[src/rtl/cache_mem_ctrl_pkg.sv]
// Shared types and address-field width helpers for the direct-mapped
// write-back cache controller and its line store.
package cache_mem_ctrl_pkg;

    typedef enum logic [1:0] {
        IDLE      = 2'd0,
        WRITEBACK = 2'd1,
        REFILL    = 2'd2
    } state_t;

    function automatic int offset_w();
        return 2;
    endfunction

    function automatic int word_w(input int words);
        return $clog2(words);
    endfunction

    function automatic int index_w(input int lines);
        return $clog2(lines);
    endfunction

    function automatic int tag_w(input int addr_w, input int lines, input int words);
        return addr_w - offset_w() - word_w(words) - index_w(lines);
    endfunction

    // Burst word counter width; kept at least 1 bit so single-word lines still elaborate.
    function automatic int cnt_w(input int words);
        return (words > 1) ? $clog2(words) : 1;
    endfunction

endpackage

[src/rtl/cache_line_store.sv]
// Per-line valid/dirty/tag state plus the line data array; all reads are
// combinational so hits complete with zero wait states.
module cache_line_store
    import cache_mem_ctrl_pkg::*;
#(
    parameter  int LINES = 16,
    parameter  int WORDS = 4,
    parameter  int TAG_W = 24,
    localparam int IDX_W = index_w(LINES),
    localparam int WCW   = cnt_w(WORDS)
) (
    input  logic             clk,
    input  logic             reset,
    input  logic [IDX_W-1:0] i_index,
    input  logic [WCW-1:0]   i_word,
    output logic             o_valid,
    output logic             o_dirty,
    output logic [TAG_W-1:0] o_tag,
    output logic [31:0]      o_rdata,
    input  logic             i_wr_en,
    input  logic [3:0]       i_wr_be,
    input  logic [31:0]      i_wr_data,
    input  logic             i_fill_en,
    input  logic [WCW-1:0]   i_fill_word,
    input  logic [31:0]      i_fill_data,
    input  logic             i_fill_done,
    input  logic [TAG_W-1:0] i_fill_tag,
    input  logic             i_clean,
    input  logic [WCW-1:0]   i_victim_word,
    output logic [31:0]      o_victim_data
);

    logic [LINES-1:0] r_valid;
    logic [LINES-1:0] r_dirty;
    logic [TAG_W-1:0] r_tag  [LINES];
    logic [31:0]      r_data [LINES][WORDS];
    logic [31:0]      w_merged;

    assign o_valid       = r_valid[i_index];
    assign o_dirty       = r_dirty[i_index];
    assign o_tag         = r_tag[i_index];
    assign o_rdata       = r_data[i_index][i_word];
    assign o_victim_data = r_data[i_index][i_victim_word];

    generate
        for (genvar gi = 0; gi < 4; gi++) begin : g_merge
            assign w_merged[gi*8 +: 8] = i_wr_be[gi] ? i_wr_data[gi*8 +: 8] : o_rdata[gi*8 +: 8];
        end
    endgenerate

    // Only the status bits are reset; a line is never valid until a refill completes.
    always_ff @(posedge clk or posedge reset) begin
        if (reset) begin
            r_valid <= '0;
            r_dirty <= '0;
        end else if (i_fill_done) begin
            r_valid[i_index] <= 1'b1;
            r_dirty[i_index] <= 1'b0;
        end else if (i_clean) begin
            r_dirty[i_index] <= 1'b0;
        end else if (i_wr_en && (|i_wr_be)) begin
            r_dirty[i_index] <= 1'b1;
        end
    end

    always_ff @(posedge clk) begin
        if (i_fill_en) begin
            r_data[i_index][i_fill_word] <= i_fill_data;
        end else if (i_wr_en) begin
            r_data[i_index][i_word] <= w_merged;
        end
        if (i_fill_done) begin
            r_tag[i_index] <= i_fill_tag;
        end
    end

endmodule

[src/rtl/cache_mem_ctrl.sv]
// Direct-mapped, write-back, write-allocate cache controller between the core
// port and a req/ack word-handshake backing memory.
module cache_mem_ctrl
    import cache_mem_ctrl_pkg::*;
#(
    parameter int ADDR_W = 32,
    parameter int LINES  = 16,
    parameter int WORDS  = 4,
    parameter int CNT_W  = 16
) (
    input  logic              clk,
    input  logic              reset,
    input  logic [ADDR_W-1:0] address,
    input  logic [31:0]       wdata,
    input  logic              wen,
    input  logic              ren,
    input  logic [3:0]        byte_sel,
    output logic              ready,
    output logic [31:0]       rdata,
    output logic              mem_req,
    output logic              mem_we,
    output logic [ADDR_W-1:0] mem_addr,
    output logic [31:0]       mem_wdata,
    input  logic [31:0]       mem_rdata,
    input  logic              mem_ack,
    output logic [CNT_W-1:0]  hit_count,
    output logic [CNT_W-1:0]  miss_count
);

    localparam int WB  = word_w(WORDS);
    localparam int IB  = index_w(LINES);
    localparam int TW  = tag_w(ADDR_W, LINES, WORDS);
    localparam int WCW = cnt_w(WORDS);
    localparam logic [WCW-1:0]   LAST_WORD = WCW'(WORDS - 1);
    localparam logic [CNT_W-1:0] CNT_MAX   = {CNT_W{1'b1}};

    state_t            r_state, w_state_next;
    logic [WCW-1:0]    r_word_cnt, w_word_cnt_next;
    logic [CNT_W-1:0]  r_hit_count, w_hit_count_next;
    logic [CNT_W-1:0]  r_miss_count, w_miss_count_next;

    logic [IB-1:0]     w_index;
    logic [TW-1:0]     w_tag;
    logic [WCW-1:0]    w_word;
    logic              w_valid, w_dirty, w_hit, w_req, w_ready;
    logic [TW-1:0]     w_line_tag;
    logic [31:0]       w_rd_word, w_victim_word;
    logic              w_wr_en, w_fill_en, w_fill_done, w_clean;
    logic [ADDR_W-1:0] w_victim_base, w_fill_base, w_word_off;
    logic              w_unused_addr_bits;

    assign w_index            = address[2+WB +: IB];
    assign w_tag              = address[ADDR_W-1 -: TW];
    assign w_unused_addr_bits = ^address[1:0];

    generate
        if (WB > 0) begin : g_word
            assign w_word = address[2 +: WB];
        end else begin : g_word_single
            assign w_word = '0;
        end
    endgenerate

    assign w_req         = wen | ren;
    assign w_hit         = w_valid && (w_line_tag == w_tag);
    assign w_victim_base = {w_line_tag, w_index, {(WB+2){1'b0}}};
    assign w_fill_base   = {w_tag, w_index, {(WB+2){1'b0}}};
    assign w_word_off    = ADDR_W'({r_word_cnt, 2'b00});

    // Reset forces the idle-looking core view even if a miss is being presented.
    assign ready      = reset | w_ready;
    assign rdata      = reset ? 32'h0 : w_rd_word;
    assign hit_count  = r_hit_count;
    assign miss_count = r_miss_count;

    cache_line_store #(
        .LINES (LINES),
        .WORDS (WORDS),
        .TAG_W (TW)
    ) u_store (
        .clk           (clk),
        .reset         (reset),
        .i_index       (w_index),
        .i_word        (w_word),
        .o_valid       (w_valid),
        .o_dirty       (w_dirty),
        .o_tag         (w_line_tag),
        .o_rdata       (w_rd_word),
        .i_wr_en       (w_wr_en & ~reset),
        .i_wr_be       (byte_sel),
        .i_wr_data     (wdata),
        .i_fill_en     (w_fill_en & ~reset),
        .i_fill_word   (r_word_cnt),
        .i_fill_data   (mem_rdata),
        .i_fill_done   (w_fill_done & ~reset),
        .i_fill_tag    (w_tag),
        .i_clean       (w_clean & ~reset),
        .i_victim_word (r_word_cnt),
        .o_victim_data (w_victim_word)
    );

    always_ff @(posedge clk or posedge reset) begin
        if (reset) begin
            r_state      <= IDLE;
            r_word_cnt   <= '0;
            r_hit_count  <= '0;
            r_miss_count <= '0;
        end else begin
            r_state      <= w_state_next;
            r_word_cnt   <= w_word_cnt_next;
            r_hit_count  <= w_hit_count_next;
            r_miss_count <= w_miss_count_next;
        end
    end

    always_comb begin
        w_state_next      = r_state;
        w_word_cnt_next   = r_word_cnt;
        w_hit_count_next  = r_hit_count;
        w_miss_count_next = r_miss_count;
        w_ready           = 1'b0;
        w_wr_en           = 1'b0;
        w_fill_en         = 1'b0;
        w_fill_done       = 1'b0;
        w_clean           = 1'b0;
        mem_req           = 1'b0;
        mem_we            = 1'b0;
        mem_addr          = '0;
        mem_wdata         = '0;

        case (r_state)
            IDLE: begin
                w_ready = !w_req || w_hit;
                if (w_req) begin
                    if (w_hit) begin
                        w_wr_en = wen;
                        if (r_hit_count != CNT_MAX) begin
                            w_hit_count_next = r_hit_count + 1'b1;
                        end
                    end else begin
                        // Counted on the single IDLE->miss transition, not per stall cycle.
                        if (r_miss_count != CNT_MAX) begin
                            w_miss_count_next = r_miss_count + 1'b1;
                        end
                        w_word_cnt_next = '0;
                        w_state_next    = (w_valid && w_dirty) ? WRITEBACK : REFILL;
                    end
                end
            end

            WRITEBACK: begin
                mem_req   = 1'b1;
                mem_we    = 1'b1;
                mem_addr  = w_victim_base | w_word_off;
                mem_wdata = w_victim_word;
                if (mem_ack) begin
                    if (r_word_cnt == LAST_WORD) begin
                        w_word_cnt_next = '0;
                        w_clean         = 1'b1;
                        w_state_next    = REFILL;
                    end else begin
                        w_word_cnt_next = r_word_cnt + 1'b1;
                    end
                end
            end

            REFILL: begin
                mem_req  = 1'b1;
                mem_addr = w_fill_base | w_word_off;
                if (mem_ack) begin
                    w_fill_en = 1'b1;
                    if (r_word_cnt == LAST_WORD) begin
                        w_fill_done     = 1'b1;
                        w_word_cnt_next = '0;
                        w_state_next    = IDLE;
                    end else begin
                        w_word_cnt_next = r_word_cnt + 1'b1;
                    end
                end
            end

            default: begin
                w_state_next = IDLE;
            end
        endcase
    end

endmodule
[config.mk]
export PLATFORM = sky130hd
export DESIGN_NAME = cache_mem_ctrl
export DESIGN_NICKNAME = d
export VERILOG_FILES = /design/src/rtl/cache_mem_ctrl_pkg.sv /design/src/rtl/cache_line_store.sv /design/src/rtl/cache_mem_ctrl.sv
export SDC_FILE = /design/constraint.sdc
export NUM_CORES = 2
export LEC_CHECK = 0
export ABC_CLOCK_PERIOD_IN_PS = 6100
export CAP_MARGIN = 20
export CORE_MARGIN = 4
export CORE_UTILIZATION = 40
export DETAILED_ROUTE_END_ITERATION = 16
export GPL_TIMING_DRIVEN = 0
export PLACE_DENSITY_LB_ADDON = 0.08
export SLEW_MARGIN = 20
export SYNTH_ARGS = -nofsm -noshare
export SYNTH_HDL_FRONTEND = slang
export SYNTH_SLANG_ARGS = --single-unit
export TNS_END_PERCENT = 20
[constraint.sdc]
create_clock -name clk -period 6.1 [get_ports clk]
set_clock_uncertainty 0.15 [all_clocks]
set_input_delay 1.22 -clock clk [delete_from_list [all_inputs] [get_ports clk]]
set_output_delay 1.22 -clock clk [all_outputs]
set_load 0.02 [all_outputs]
==> results.py <==
metrics = {
    "status": {
        "outcome": "finished with violations",
        "failed_checks": "negative setup slack",
    },
    "worst_setup_path": {
        "start_kind": "input pin",
        "worstPathRequired_ns": 4.73,
        "cp.arrival_ns": 4.77,
        "cp-end-kind": "primary output",
        "critPathKind": "in2out",
        "worst-path-max-fanout": 10,
    },
    "sta": {
        "max_slew_margin_pct": 24.7,
        "finalHoldViolCount": 0,
        "worst_slew_pin_slew_ns": 1.13,
        "grt_setup_unrepaired": "yes",
        "holdWs_ns": 0.314,
        "fin_tns_setup_ns": -0.0596,
        "period_needed_ns": 6.14,
        "clock.fmax_mhz": 163,
        "setup_viol": 2,
        "post-route-period-util_pct": 101,
        "report.final.slew_viol_count": 0,
        "fin_ws_ns": -0.0412,
    },
    "routing": {
        "drtIter0Drc": 6127,
        "drc": 0,
        "drt-vias-per-instance": 5.93,
        "wire_per_inst_um": 37.6,
        "vias": 51400,
        "ant_nets": 0,
        "routed_wl_um": 326000,
        "dr.pass1.iters": 6,
    },
    "yosys": {
        "synth_edf_count": 2432,
        "ys_ff_latch": 2500,
        "synthAdderAreaFrac_pct": 0.113,
        "avgSynthCellArea_um2": 22.6,
        "synth_top_family_by_area": "multiplexers",
        "ys_warn_count": 0,
        "synth-seq-area-share_pct": 74.7,
        "synth-simple-area-share_pct": 1.96,
        "async_reset_ff_share_pct": 2.72,
        "synth_compound_area_share_pct": 1.08,
        "synthMuxAreaShare_pct": 20.4,
        "ys.flop_type": "edfxtp_1",
        "syn-cell-area_mm2": 0.100,
        "ys_types": 61,
        "synth_xor_area_share_pct": 0.517,
        "synthCells": 4419,
    },
    "cts": {
        "cts.sinks": 2500,
        "cts-htree-levels": 5,
        "clockBufferDepth": 4,
        "tritoncts": "built",
        "insertion_delay_ns": 0.94,
        "cts-root-buf": "clkbuf_16",
        "cts_buffers": 289,
        "clkSlewWorstSetupHoldPaths_ns": 0.06,
    },
    "pwr": {
        "ir_drop_mv": 0.308,
        "power_leakage_nw": 39.1,
        "power.density_mw_per_mm2": 322,
    },
    "die": {
        "core_mm2": 0.249,
        "fp.dieArea_mm2": 0.258,
        "fp.dieH_um": 508,
        "die_w_um": 508,
        "initial_core_util_pct": 40.2,
        "io_pins": 236,
        "rows": 183,
    },
    "place": {
        "dpl_cell_area_mm2": 0.111,
        "portBuffers": 224,
        "place.gp.congestion": 0.812,
        "dp_hpwl_um": 229000,
    },
    "final_layout": {
        "finish.utilization_pct": 48.9,
        "drive_gt1_share_pct": 35.1,
        "final_area_mm2": 0.122,
        "fin_nets": 5234,
        "fill_cells": 20400,
        "syn_to_final_growth_pct": 21.6,
    },
    "global_routing": {
        "grt_pass1_vias": 51500,
        "antenna_found_initial": 18,
        "grt_overflow": 0,
        "track_usage_pct": 25.2,
        "grt_first_pass_wirelength_um": 442000,
        "grt_max_degree": 39,
    },
    "flow_run": {
        "cap_viol_max_count": 0,
    },
    "hold_path": {
        "hp-class": "reg2reg",
    },
}
-- layout by cell type, fill, tap and decap left out, types with 39 or more instances in the layout --
cell                n
dlygate4sd2_1      48
dfrtp_1            68
clkbuf_1           82
nand2_1            88
clkdlybuf4s50_1   151
buf_4              40
nor2_4             80
mux2_2            160
clkinv_1           77
mux4_2            781
and2_1             56
a22oi_1            39
edfxtp_1         2432
buf_12            106
buf_16             86
clkbuf_16         308
mux2i_1            76
-- final cells by class --
type                       count  area, um^2  area share [%]
multi-input combinational   1651       24800            20.4
clock inverter               145        1260            1.03
clock buffer                 349        7640            6.28
inverter                      13        51.3          0.0422
buffer                       256        2740            2.25
antenna                       15        37.5          0.0309
sequential                  2500       74700            61.5
tap                         3330        4170            3.43
timing repair buffer         409        6130            5.04
-- power breakdown --
| part | switching (mW) | internal, mW |
|---|---|---|
| Combinational | 2.19 | 1.36 |
| Sequential | 0.0567 | 18.9 |
| Clock | 6.77 | 9.86 |
| Total | 9.01 | 30.2 |
-- layer usage --
| layer | share of wire, % | up-vias | global-route usage (%) | wire length (um) |
|---|---|---|---|---|
| li1 | - | 20300 | - | - |
| met1 | 42 | 28400 | 36.2 | 138000 |
| met2 | 47 | 2250 | 39.6 | 154000 |
| met3 | 7.2 | 432 | 4.35 | 23400 |
| met4 | 3.2 | 2 | 7.59 | 10300 |
| met5 | 0.0040 | - | 0 | 13 |
-- path summary, 6_finish.rpt --
path / slack (ns) / end / depth (start not counted) / from
worst max register to register: 0.76 / u_store.r_data[11][28] / 11 / u_store.r_tag[11][13]
worst max-delay path: -0.04 / rdata[7] / 13 / address[6]
worst min-delay path: 0.31 / u_store.r_valid[6] / 1 / u_store.r_valid[6]
worst min register to register: 0.31 / u_store.r_valid[6] / 1 / u_store.r_valid[6]
min in group asynchronous: 1.48 / u_store.r_valid[11] / 3 / reset
max in group asynchronous: 3.80 / hit_count[11] / 4 / reset
-- sequential cells by signal, summed over array words and instances, names as in the netlist, named ones only --
register and cells:
hit_count 16, miss_count 16, r_state 2, r_word_cnt 2
u_store.r_data 2048, u_store.r_tag 384, u_store.r_valid 16
-- cells by family after synthesis --
| kind of cell | after synthesis |
|---|---|
| other | 1 |
| buffers and inverters | 269 |
| flip-flops | 2500 |
| adder cells (fa/ha/maj) | 9 |
| multiplexers | 1038 |
| AO/OA/AOI/OAI | 154 |
| XOR/XNOR | 59 |
| AND/OR/NAND/NOR | 389 |
-- critical path, stage by stage --
cell and delay, ns:
clkdlybuf4s15_2 0.27, buf_6 0.20, inv_4 0.12, buf_12 0.19, clkbuf_16 0.21, buf_16 0.16
clkbuf_8 0.17, buf_12 0.16, buf_12 0.19, mux4_2 0.61, mux4_2 0.60, and2_1 0.23
dlygate4sd2_1 0.33
-- stage by stage --
stage | power, mW | setup slack (ns) | instances
floorplan | 21.1 | 0.166 | 4420
global placement | 22.7 | -5.52 | 7974
detailed placement | 22.8 | -3.01 | 8129
CTS | 39.5 | 0.000213 | 8652
global route | 40.3 | -0.0340 | 8654
finish | 39.2 | -0.0412 | 8668
-- synthesized netlist by cell type, types with 4 or more instances --
| cell type | number | area, um^2 |
|---|---|---|
| edfxtp_1 | 2432 | 73000 |
| mux4_2 | 781 | 17600 |
| mux2_2 | 160 | 1800 |
| clkbuf_1 | 146 | 548 |
| nor2_1 | 116 | 435 |
| nand2_1 | 89 | 334 |
| mux2i_1 | 86 | 861 |
| and2_1 | 70 | 438 |
| dfrtp_1 | 68 | 1700 |
| buf_2 | 64 | 320 |
| a22oi_1 | 41 | 308 |
| a31oi_1 | 35 | 219 |
| xnor2_1 | 32 | 280 |
| xor2_1 | 27 | 236 |
| a21oi_1 | 21 | 105 |
| nand3_1 | 21 | 105 |
| buf_1 | 20 | 75.1 |
| buf_4 | 17 | 128 |
| or2_2 | 16 | 100 |
| and3_1 | 13 | 81.3 |
| nand4_1 | 13 | 81.3 |
| inv_1 | 11 | 41.3 |
| mux2_1 | 11 | 124 |
| nor3_1 | 11 | 55.1 |
| o21ai_0 | 10 | 50.1 |
| buf_6 | 9 | 101 |
| ha_1 | 9 | 113 |
| nor4_1 | 9 | 56.3 |
| o211ai_1 | 8 | 60.1 |
| nor2b_1 | 7 | 43.8 |
| nand2b_1 | 6 | 37.5 |
| a41oi_1 | 5 | 43.8 |
| a221oi_1 | 4 | 35.0 |
| a32oi_1 | 4 | 35.0 |
| and4_1 | 4 | 35.0 |
-- timing repair --
| item | in CTS | in global routing |
|---|---|---|
| hold buffers | 0 | 0 |
| hold endpoints to repair | 0 | 0 |
| cloned | 4 | 0 |
| setup endpoints to repair | 4394 | 25 |
| setup buffers | 25 | 1 |
| gates resized for setup | 569 | 48 |
| pin swaps | 4 | 4 |
(Power assumes the default switching activity.)
